$ cat config.mk
export PLATFORM = sky130hd
export DESIGN_NAME = iobuff_cfg_sequencer
export DESIGN_NICKNAME = d
export VERILOG_FILES = /design/src/rtl/iobuff_cfg_sequencer.sv
export SDC_FILE = /design/constraint.sdc
export NUM_CORES = 1
export LEC_CHECK = 0
export ABC_AREA = 1
export ABC_CLOCK_PERIOD_IN_PS = 2200
export BUFFER_PORTS_ARGS = -buffer_cell sky130_fd_sc_hd__buf_2
export CORE_MARGIN = 3
export CORE_UTILIZATION = 56
export CTS_CLUSTER_DIAMETER = 200
export DETAILED_ROUTE_END_ITERATION = 8
export PLACE_DENSITY_LB_ADDON = 0.08
export RECOVER_POWER = 25
export SLEW_MARGIN = 20
export SYNTH_ARGS = -nofsm -noshare
export SYNTH_HDL_FRONTEND = slang
export SYNTH_SLANG_ARGS = --single-unit
export TNS_END_PERCENT = 20
$ cat constraint.sdc
create_clock -name clk -period 2.2 [get_ports clk]
set_clock_uncertainty 0.15 [all_clocks]
set_input_delay 0.11 -clock clk [delete_from_list [all_inputs] [get_ports clk]]
set_output_delay 0.11 -clock clk [all_outputs]
set_load 0.005 [all_outputs]
$ cat src/rtl/iobuff_cfg_sequencer.sv
// iobuff_cfg_sequencer
//   Owns the oe/od/dir/din controls of NUM_PINS iobuff channels and applies
//   mode changes glitch-free: the target pin is parked Hi-Z for DEAD_CYCLES,
//   then the new od/dir/level is presented with OE still low for
//   SETTLE_CYCLES, and only then is OE raised. A command that keeps the
//   stored mode only updates the drive level, with no Hi-Z gap.
//
// Ports:
//   clk, rst         clock, synchronous active-high reset
//   cmd_valid/ready  command handshake (accepted when both high at clk edge)
//   cmd_pin          target pin index
//   cmd_mode         0=Hi-Z input, 1=push-pull, 2=open-drain, 3=reserved
//   cmd_level        output level to drive
//   all_hiz          emergency: force every pin Hi-Z, abort any sequence
//   busy             sequence in progress
//   done, err        one-cycle completion pulse / rejection flag
//   pin_oe/od/dir/din  per-pin iobuff controls (dir: 1=input)
module iobuff_cfg_sequencer #(
  parameter int NUM_PINS      = 8,
  parameter int PIN_W         = 3,
  parameter int DEAD_CYCLES   = 2,
  parameter int SETTLE_CYCLES = 3
) (
  input  logic                clk,
  input  logic                rst,
  input  logic                cmd_valid,
  output logic                cmd_ready,
  input  logic [PIN_W-1:0]    cmd_pin,
  input  logic [1:0]          cmd_mode,
  input  logic                cmd_level,
  input  logic                all_hiz,
  output logic                busy,
  output logic                done,
  output logic                err,
  output logic [NUM_PINS-1:0] pin_oe,
  output logic [NUM_PINS-1:0] pin_od,
  output logic [NUM_PINS-1:0] pin_dir,
  output logic [NUM_PINS-1:0] pin_din
);

  localparam int MAX_CYC = (DEAD_CYCLES > SETTLE_CYCLES) ? DEAD_CYCLES : SETTLE_CYCLES;
  localparam int CNT_W   = $clog2(MAX_CYC + 1);

  localparam logic [1:0] ST_IDLE  = 2'd0;
  localparam logic [1:0] ST_HIZ   = 2'd1;
  localparam logic [1:0] ST_SETUP = 2'd2;
  localparam logic [1:0] ST_DONE  = 2'd3;

  logic [1:0]             state_reg;
  logic [CNT_W-1:0]       cnt_reg;
  logic [PIN_W-1:0]       pin_reg;
  logic [1:0]             mode_lat_reg;
  logic                   level_lat_reg;
  logic                   ready_reg;
  logic                   busy_reg;
  logic                   done_reg;
  logic                   err_reg;
  logic [NUM_PINS-1:0][1:0] mode_reg;
  logic [NUM_PINS-1:0]    oe_reg;
  logic [NUM_PINS-1:0]    od_reg;
  logic [NUM_PINS-1:0]    dir_reg;
  logic [NUM_PINS-1:0]    din_reg;

  logic                   accept;
  logic                   cmd_reject;
  logic                   cmd_same;
  logic [1:0]             cur_mode;
  logic [NUM_PINS-1:0]    cmd_sel;
  logic [NUM_PINS-1:0]    lat_sel;
  logic                   setup_apply;
  logic                   enable_apply;

  assign accept = (state_reg == ST_IDLE) && cmd_valid && ready_reg;

  // Decode both the incoming and the latched pin index by comparison so an
  // out-of-range index simply selects nothing.
  always_comb begin
    cur_mode = 2'd0;
    cmd_sel  = '0;
    lat_sel  = '0;
    for (int i = 0; i < NUM_PINS; i++) begin
      if (cmd_pin == PIN_W'(i)) begin
        cur_mode   = mode_reg[i];
        cmd_sel[i] = 1'b1;
      end
      if (pin_reg == PIN_W'(i)) begin
        lat_sel[i] = 1'b1;
      end
    end
  end

  assign cmd_reject = (32'(cmd_pin) >= 32'(NUM_PINS)) || (cmd_mode == 2'd3);
  assign cmd_same   = (cmd_mode == cur_mode);

  // Strobes fire on the last cycle of HIZ / SETUP so the pin registers
  // change exactly when the FSM enters the following state.
  assign setup_apply  = (state_reg == ST_HIZ)   && (cnt_reg == CNT_W'(1));
  assign enable_apply = (state_reg == ST_SETUP) && (cnt_reg == CNT_W'(1));

  always_ff @(posedge clk) begin
    if (rst) begin
      state_reg     <= ST_IDLE;
      cnt_reg       <= '0;
      pin_reg       <= '0;
      mode_lat_reg  <= 2'd0;
      level_lat_reg <= 1'b0;
      ready_reg     <= 1'b0;
      busy_reg      <= 1'b0;
      done_reg      <= 1'b0;
      err_reg       <= 1'b0;
    end else if (all_hiz) begin
      state_reg <= ST_IDLE;
      ready_reg <= 1'b0;
      busy_reg  <= 1'b0;
      done_reg  <= 1'b0;
      err_reg   <= 1'b0;
    end else begin
      done_reg <= 1'b0;
      err_reg  <= 1'b0;
      case (state_reg)
        ST_IDLE: begin
          if (accept) begin
            pin_reg       <= cmd_pin;
            mode_lat_reg  <= cmd_mode;
            level_lat_reg <= cmd_level;
            ready_reg     <= 1'b0;
            busy_reg      <= 1'b1;
            if (cmd_reject || cmd_same) begin
              state_reg <= ST_DONE;
              done_reg  <= 1'b1;
              err_reg   <= cmd_reject;
            end else begin
              state_reg <= ST_HIZ;
              cnt_reg   <= CNT_W'(DEAD_CYCLES);
            end
          end else begin
            ready_reg <= 1'b1;
            busy_reg  <= 1'b0;
          end
        end
        ST_HIZ: begin
          if (cnt_reg == CNT_W'(1)) begin
            state_reg <= ST_SETUP;
            cnt_reg   <= CNT_W'(SETTLE_CYCLES);
          end else begin
            cnt_reg <= cnt_reg - CNT_W'(1);
          end
        end
        ST_SETUP: begin
          if (cnt_reg == CNT_W'(1)) begin
            state_reg <= ST_DONE;
            done_reg  <= 1'b1;
          end else begin
            cnt_reg <= cnt_reg - CNT_W'(1);
          end
        end
        default: begin
          state_reg <= ST_IDLE;
          ready_reg <= 1'b1;
          busy_reg  <= 1'b0;
        end
      endcase
    end
  end

  // Per-pin control registers; only the selected pin ever changes.
  generate
    for (genvar gi = 0; gi < NUM_PINS; gi++) begin : g_pin
      always_ff @(posedge clk) begin
        if (rst) begin
          oe_reg[gi]   <= 1'b0;
          od_reg[gi]   <= 1'b0;
          dir_reg[gi]  <= 1'b1;
          din_reg[gi]  <= 1'b1;
          mode_reg[gi] <= 2'd0;
        end else if (all_hiz) begin
          oe_reg[gi]   <= 1'b0;
          dir_reg[gi]  <= 1'b1;
          mode_reg[gi] <= 2'd0;
        end else begin
          if (accept && cmd_sel[gi] && !cmd_reject) begin
            if (cmd_same) begin
              din_reg[gi] <= cmd_level;
            end else begin
              oe_reg[gi] <= 1'b0;
            end
          end
          if (setup_apply && lat_sel[gi]) begin
            od_reg[gi]  <= (mode_lat_reg == 2'd2);
            dir_reg[gi] <= (mode_lat_reg == 2'd0);
            din_reg[gi] <= level_lat_reg;
          end
          if (enable_apply && lat_sel[gi]) begin
            oe_reg[gi]   <= (mode_lat_reg != 2'd0);
            mode_reg[gi] <= mode_lat_reg;
          end
        end
      end
    end
  endgenerate

  assign cmd_ready = ready_reg;
  assign busy      = busy_reg;
  assign done      = done_reg;
  assign err       = err_reg;
  assign pin_oe    = oe_reg;
  assign pin_od    = od_reg;
  assign pin_dir   = dir_reg;
  assign pin_din   = din_reg;

endmodule
Word-level counts from Yosys, hierarchy flattened
Cells that the tools add are included.

storage, ports and cells
  word-level logic and storage cells = 261
  memory bits (read-only) = 0
  register bits = 62
  RAM bits = 0
  output and inout bits = 36
  input port bits = 10
  memories = 0
  latch bits = 0

cells by class
  bitwise gates (word level) = 4
  $lt $le $gt $ge = 0
  add/sub/neg operators = 1
  reduce and logical (&&, ||, !) cells = 98
  multiplexer cells = 76
  shift operators = 0
  divide/modulo/power cells = 0
  multipliers = 0
  equality and inequality tests = 33

operator list
  cell                   count
  $mux W1                55
  $reduce_bool A2 Y1     25
  $logic_and A1 B1 Y1    36
  $mux W2                16
  $reduce_and A2 Y1      16
  $reduce_and A3 Y1      10
  $eq A3 B3 Y1 const B   8
  $ne A2 B1 Y1 const B   9
  $eq A3 B2 Y1 const B   4
  $pmux W2 S3            2
  $ne A2 B2 Y1 const B   4
  $eq A2 B2 Y1 const B   3
  $eq A3 B1 Y1 const B   2
  $logic_not A3 Y1       2
  $pmux W1 S2            3
  $reduce_and A5 Y1      1
  $reduce_or A5 Y1       1
  $eq A2 B1 Y1 const B   2
  $logic_not A2 Y1       2
  $not A1 Y1             4
  $reduce_or A2 Y1       2
  $reduce_bool A3 Y1     1
  $eq A2 B2 Y1           1
  $sub A2 B1 Y2 const B  1
  2 further kinds        2

Logic depth before layout (Yosys ltp)
Gate-level depths: netlist (run 1).

  word-level depth = 14
  depth in mapped cells = 16
  gate-level depth less buffers = 15

Worst setup path after synthesis (run 1)
OpenSTA, ideal clock, no wires.

  kind = register to register
  start = reg state_reg[0]
  end = reg din_reg[1] (netlist: pin_din[1])
  arrival = 1490 ps
  cell stages (with the launch flop) = 10
  setup slack = 427 ps
  cells stage by stage = dfxtp_1 > inv_1 > ha_1 > nand3_1 > inv_1 > nand2_1 > nor4_1 > nand3_1 > nand3_1 > nand3_1

on the way
  longest elaborated chain between the ends = 7

RTL lines
  element                              RTL line  text
  start, declared                      49        logic [1:0] state_reg;
  start signal, assigned               102       state_reg <= ST_IDLE;
  start signal, assigned               112       state_reg <= ST_IDLE;
  start signal, assigned               129       state_reg <= ST_DONE;
  $logic_not A2 Y1                     73        assign accept = (state_reg == ST_IDLE) && cmd_valid && ready_reg;
  $logic_and A1 B1 Y1 (2 in series)    73
  $logic_and A1 B1 Y1 (2 in series)    181       if (accept && cmd_sel[gi] && !cmd_reject) begin
  $reduce_bool A2 Y1 (no source line)  n/a
  $reduce_and A3 Y1 (no source line)   n/a
  end signal, assigned by index        183       din_reg[gi] <= cmd_level;
  end signal, assigned by index        191       din_reg[gi] <= level_lat_reg;
  end, declared                        62        logic [NUM_PINS-1:0] din_reg;

Parallel ways exist; a longest one is shown, timed or not.
A chain may end at the register's enable or synchronous reset.

Worst setup path in the final report (run 1)
Same ends and word-level chain as after synthesis.

==> impl_metrics.toml, run 1 <==
[global_route]
grt_use_met1_pct = 34.75
use_met3_pct = 4.535
grt_max_degree = 19
met2_usage_pct = 42.87
top_usage_layer = "met2"
overflow = 0
grt_pass1_wl_um = 12910
grt_pass1_vias = 2720
track_usage_pct = 26.78
grt_antenna_before_repair = 0

[timing]
finalSetupTns_ns = 0
period_share_pct = 95.82
max_freq_ghz = 0.4744
slew_headroom_pct = 62.74
finalMaxSlewViolations = 0
rsz0062_at_grt = "true"
period_needed_ns = 2.108
hold_viol = 0
setup_viol = 0
worstMarginPinSlew_ns = 0.5583

[detailed_routing]
drtAntennaViolNets = 0
vias = 3032
via_per_inst = 5.543
drt_first_pass_iters = 5
wl_per_cell_um = 14.29
wirelength_um = 7814
drcViolationCount = 0
drtIter0Drc = 263

[setup_path]
cp.required_ns = 2.25
worstPathMaxFanout = 6
worst_ep_arrival_time_ns = 2.16
startpoint_type = "register"
worst-setup-path-type = "register to register"
critPathCaptureType = "register"

[synthesis]
yosys_most_used_dff = "dfxtp_1"
avgSynthCellArea_sq_um = 7.000
yosys_warnings = 0
synth_area_sq_um = 2968
synth_seq_area_share_pct = 41.82
syn_nets = 441
synth_edf_count = 0
async_flop_share_pct = 0
postSynthCellCount = 424
ys_ff_latch = 62
synthDistinctLibCells = 27

[floorplanning]
dieWidth_um = 78.80
start_util_pct = 60.43
coreArea_sq_um = 4911
ios = 46
die_area_sq_um = 6209
row_count = 25
die_h_um = 78.80

[cts]
clkSlewWorstSetupHoldPaths_ns = 0.07
cts.htree.levels = 3
cts_setup_buffers = 0
tritoncts = "built"
cts.sink_count = 62
cts_buffers = 9
insertion_delay_ns = 0.34
cts-root-buf = "clkbuf_8"
cts_max_path_buffers = 2

[run_status]
outcome = "finished clean"

[power_and_ir_drop]
power.leakage_nw = 1.526
ir_drop_v = 0.0003766
p_per_area_nw_per_um2 = 629.5

[place]
postPlaceCellArea_sq_um = 3264
io_buffer_count = 45
dp_hpwl_um = 5737
gp_congestion = 0.9558

[layout]
area_growth_pct = 16.40
stdcell_area_sq_um = 3455
diodes = 0
final_common_cell = "nand2_1"
largest_reg_flops = 16
num-fill-cells = 425
nets = 494
layout-drive-gt1-share_pct = 15.00
mostFrequentLayoutCells = "nand2_1 (89), dfxtp_1 (62), nand3_1 (46)"

[worst_hold_path]
hold_class = "primary input to register"

[job]
max_cap_viol_count = 0
layer usage:
layer / routed length, um / part of all wire (%) / up-vias
li1: - / - / 1513
met3: 497 / 6.4 / 27
met5: 0 / 0 / -
met1: 3509 / 45 / 1365
met2: 3592 / 46 / 127
met4: 215 / 2.8 / 0
Yosys cell counts, drive strengths merged, types with 3 or more instances:
library cell | instances | share of area [%]
ha | 7 | 3.0
a21oi | 44 | 7.7
o211ai | 8 | 2.0
buf | 3 | 0.55
dfxtp | 62 | 42
inv | 49 | 6.3
nand2 | 93 | 13
nand3 | 46 | 7.8
nor3 | 9 | 2.1
nand4 | 7 | 1.5
or2 | 3 | 0.63
nor2 | 40 | 5.1
o21ai | 40 | 6.7
clkbuf | 9 | 1.1
path summary, 6_finish.rpt:
kind | start | to | slack [ns] | cells after the start
worst max-delay path | state_reg[0] | pin_din[1] | 0.09 | 9
worst min-delay path | cmd_pin[1] | pin_reg[1] | 0.02 | 3
worst max register to register | state_reg[0] | pin_din[1] | 0.09 | 9
worst min register to register | mode_reg[0] | mode_reg[0] | 0.30 | 2
power breakdown:
| group | total (mW) | switching, mW | internal [mW] |
|---|---|---|---|
| clock | 0.850 | 0.426 | 0.424 |
| sequential | 1.14 | 0.0112 | 1.13 |
| combinational | 0.182 | 0.128 | 0.0540 |
logic make-up (layout without fill, tap and decap cells):
logic type / count (synthesis) / after routing / synth area share (%)
flip-flops: 62 / 62 / 41.82
adder cells (fa/ha/maj): 7 / 7 / 2.951
AO/OA/AOI/OAI: 94 / 94 / 16.95
buffers and inverters: 61 / 117 / 7.968
AND/OR/NAND/NOR: 200 / 200 / 30.31
final cells by class:
type | count | area (sq um) | area share, %
clock buffer | 12 | 145.1 | 4.201
timing repair buffer | 54 | 295.3 | 8.548
inverter | 49 | 186.4 | 5.397
clock inverter | 2 | 10.01 | 0.2898
sequential | 62 | 1241 | 35.93
multi-input combinational | 301 | 1493 | 43.21
tap | 67 | 83.83 | 2.427
critical path, cell delays in order, from the launching register on:
cell	delay, ns
dfxtp_1	0.34
inv_1	0.10
ha_2	0.23
nand3_1	0.11
inv_1	0.08
nand2_1	0.17
nor4_1	0.45
nand3_1	0.18
nand3_1	0.10
nand3_1	0.08
per-stage QoR:
step           hold WS (ns)  total power, mW  std cells  util, %  worst slack [ns]
6_report            0.02080            2.175        547    70.34           0.09195
5_1_grt             0.04800            2.255        547    70.34           -0.1098
4_1_cts             0.01359            2.175        547    70.45           0.04223
3_5_place_dp         0.2488            1.340        529    66.47           0.05591
3_3_place_gp         0.2556            1.336        529    66.47           0.08182
2_1_floorplan        0.1085            1.287        424        -            0.4267
repair_timing:
action	4_1_cts	5_1_grt
hold endpoints to repair	10	0
gates resized for setup	0	1
endpoints found under the setup margin	0	5
hold buffers	4	0
Note: power is estimated with default switching activity, not from simulation.
==> run 2, diff against run 1 <==
--- a/config.mk
+++ b/config.mk
@@ -13,7 +13,6 @@
 export CTS_CLUSTER_DIAMETER = 200
 export DETAILED_ROUTE_END_ITERATION = 8
 export PLACE_DENSITY_LB_ADDON = 0.08
-export RECOVER_POWER = 25
 export SLEW_MARGIN = 20
 export SYNTH_ARGS = -nofsm -noshare
 export SYNTH_HDL_FRONTEND = slang
==> run 2 against run 1 <==
Die area stayed put. Sequential cell count stayed put. Clock-buffer cell count stayed put. Sequential power hardly changed. Utilization is 0.15 points higher. Critical path type unchanged. Largest cell class unchanged.
==> impl_metrics.toml, run 2 (synthesis results as in run 1) <==
[place]
gp_congestion = 0.9558
pre_cts_ws_ns = 0.05591
io_buffer_count = 45
dp_hpwl_um = 5737

[timing]
max_freq_ghz = 0.4750
period_needed_ns = 2.105
worstMarginPinSlew_ns = 0.5577
slew_headroom_pct = 62.78
hold_viol = 0
fin_ws_ns = 0.09478
setup_viol = 0
period_share_pct = 95.69
finalMaxSlewViolations = 0
rsz0062_at_grt = "true"

[layout]
final_core_util_pct = 70.50
final_common_cell = "nand2_1"
layout-drive-gt1-share_pct = 16.25
largest_reg_flops = 16
diodes = 0
num-fill-cells = 421
mostFrequentLayoutCells = "nand2_1 (89), dfxtp_1 (62), nand3_1 (46)"
nets = 494
area_growth_pct = 16.65

[global_route]
grt_pass1_vias = 2720
overflow = 0
grt_pass1_wl_um = 12910
grt_antenna_before_repair = 0
track_usage_pct = 26.78
grt_max_degree = 19

[setup_path]
cp_num_buf_inv = 2
path_delay_family = "simple AND/OR/NAND/NOR gates"
cp.required_ns = 2.25
worstPathMaxFanout = 6
path_common_cell = "nand3_1"
reg2reg_from = "state_reg[0]"
max_stage_delay_ns = 0.45
worstPathCellList = "inv_1 > ha_2 > nand3_1 > inv_1 > nand2_1 > nor4_1 > nand3_1 > nand3_1 > nand3_1"
worst_ep_arrival_time_ns = 2.16
crit_start = "state_reg[0]"
critPathCaptureType = "register"
worst-setup-path-type = "register to register"
slowest_stage = "nor4_1"
startpoint_type = "register"

[floorplanning]
coreArea_sq_um = 4911
dieWidth_um = 78.80
die_area_sq_um = 6209
ios = 46
start_util_pct = 60.43
row_count = 25
die_h_um = 78.80

[cts]
cts_max_path_buffers = 2
cts.htree.levels = 3
cts_buffers = 9
cts_setup_buffers = 0
tritoncts = "built"
cts-root-buf = "clkbuf_8"
cts.sink_count = 62
clkSlewWorstSetupHoldPaths_ns = 0.06
insertion_delay_ns = 0.34

[power_and_ir_drop]
ir_drop_v = 0.0003783
power.leakage_nw = 1.546
p_per_area_nw_per_um2 = 626.1

[detailed_routing]
drt_first_pass_iters = 5
drtIter0Drc = 244
vias = 3009
drtAntennaViolNets = 0
via_per_inst = 5.501
drcViolationCount = 0
wl_per_cell_um = 14.23
wirelength_um = 7782

[worst_hold_path]
hp-start = "cmd_pin[1]"
hold_class = "primary input to register"

[run_status]
outcome = "finished clean"

[job]
max_cap_viol_count = 0
## run 2: cell types whose count changed in the layout (fill, tap and decap cells not counted)
cell	previous run	this run
buf_2	39	45
clkbuf_1	8	2
## run 2: routing by layer
| metal | share of wire, % | vias up | track usage, % |
|---|---|---|---|
| li1 | - | 1510 | - |
| met1 | 45 | 1358 | 34.75 |
| met2 | 46 | 123 | 42.87 |
| met3 | 6.0 | 18 | 4.535 |
| met4 | 2.6 | 0 | 13.46 |
| met5 | 0 | - | 0 |
## run 2: metrics by stage
stage          TNS, ns  power [mW]  cell area, sq um  std cells  hold WS [ns]
2_1_floorplan        0       1.287              2968        424        0.1085
3_3_place_gp         0       1.336              3264        529        0.2556
3_5_place_dp         0       1.340              3264        529        0.2488
4_1_cts              0       2.175              3460        547       0.01359
5_1_grt        -0.2158       2.255              3462        547       0.04800
6_report             0       2.168              3462        547       0.02679
## run 2: path summary, 6_finish.rpt
| kind | endpoint | slack (ns) | depth (start not counted) |
|---|---|---|---|
| worst min register to register | mode_reg[0] | 0.30 | 2 |
| worst max register to register | pin_din[1] | 0.09 | 9 |
| worst min-delay path | pin_reg[1] | 0.03 | 3 |
| worst max-delay path | pin_din[1] | 0.09 | 9 |
## run 2: final cells by class
cell class	count	area, sq um	area share (%)
multi-input combinational	301	1493	43.12
clock inverter	2	10.01	0.2891
clock buffer	12	145.1	4.192
sequential	62	1241	35.85
timing repair buffer	54	302.8	8.746
tap	67	83.83	2.421
inverter	49	186.4	5.385
## run 2: repair_timing
| item | CTS | global route |
|---|---|---|
| hold endpoints to repair | 10 | 0 |
| endpoints found under the setup margin | 0 | 5 |
| hold buffers | 4 | 0 |
| gates resized for setup | 0 | 1 |
## run 2: worst register-to-register path: stages (launching register included)
cell	delay [ns]
dfxtp_1	0.34
inv_1	0.10
ha_2	0.23
nand3_1	0.11
inv_1	0.08
nand2_1	0.17
nor4_1	0.45
nand3_1	0.18
nand3_1	0.10
nand3_1	0.08
## run 2: power breakdown
| group | leakage [nW] | switching (mW) | internal [mW] |
|---|---|---|---|
| logic | 0.963 | 0.128 | 0.0540 |
| registers | 0.501 | 0.0112 | 1.13 |
| clock network | 0.0821 | 0.420 | 0.424 |
| total | 1.55 | 0.559 | 1.61 |
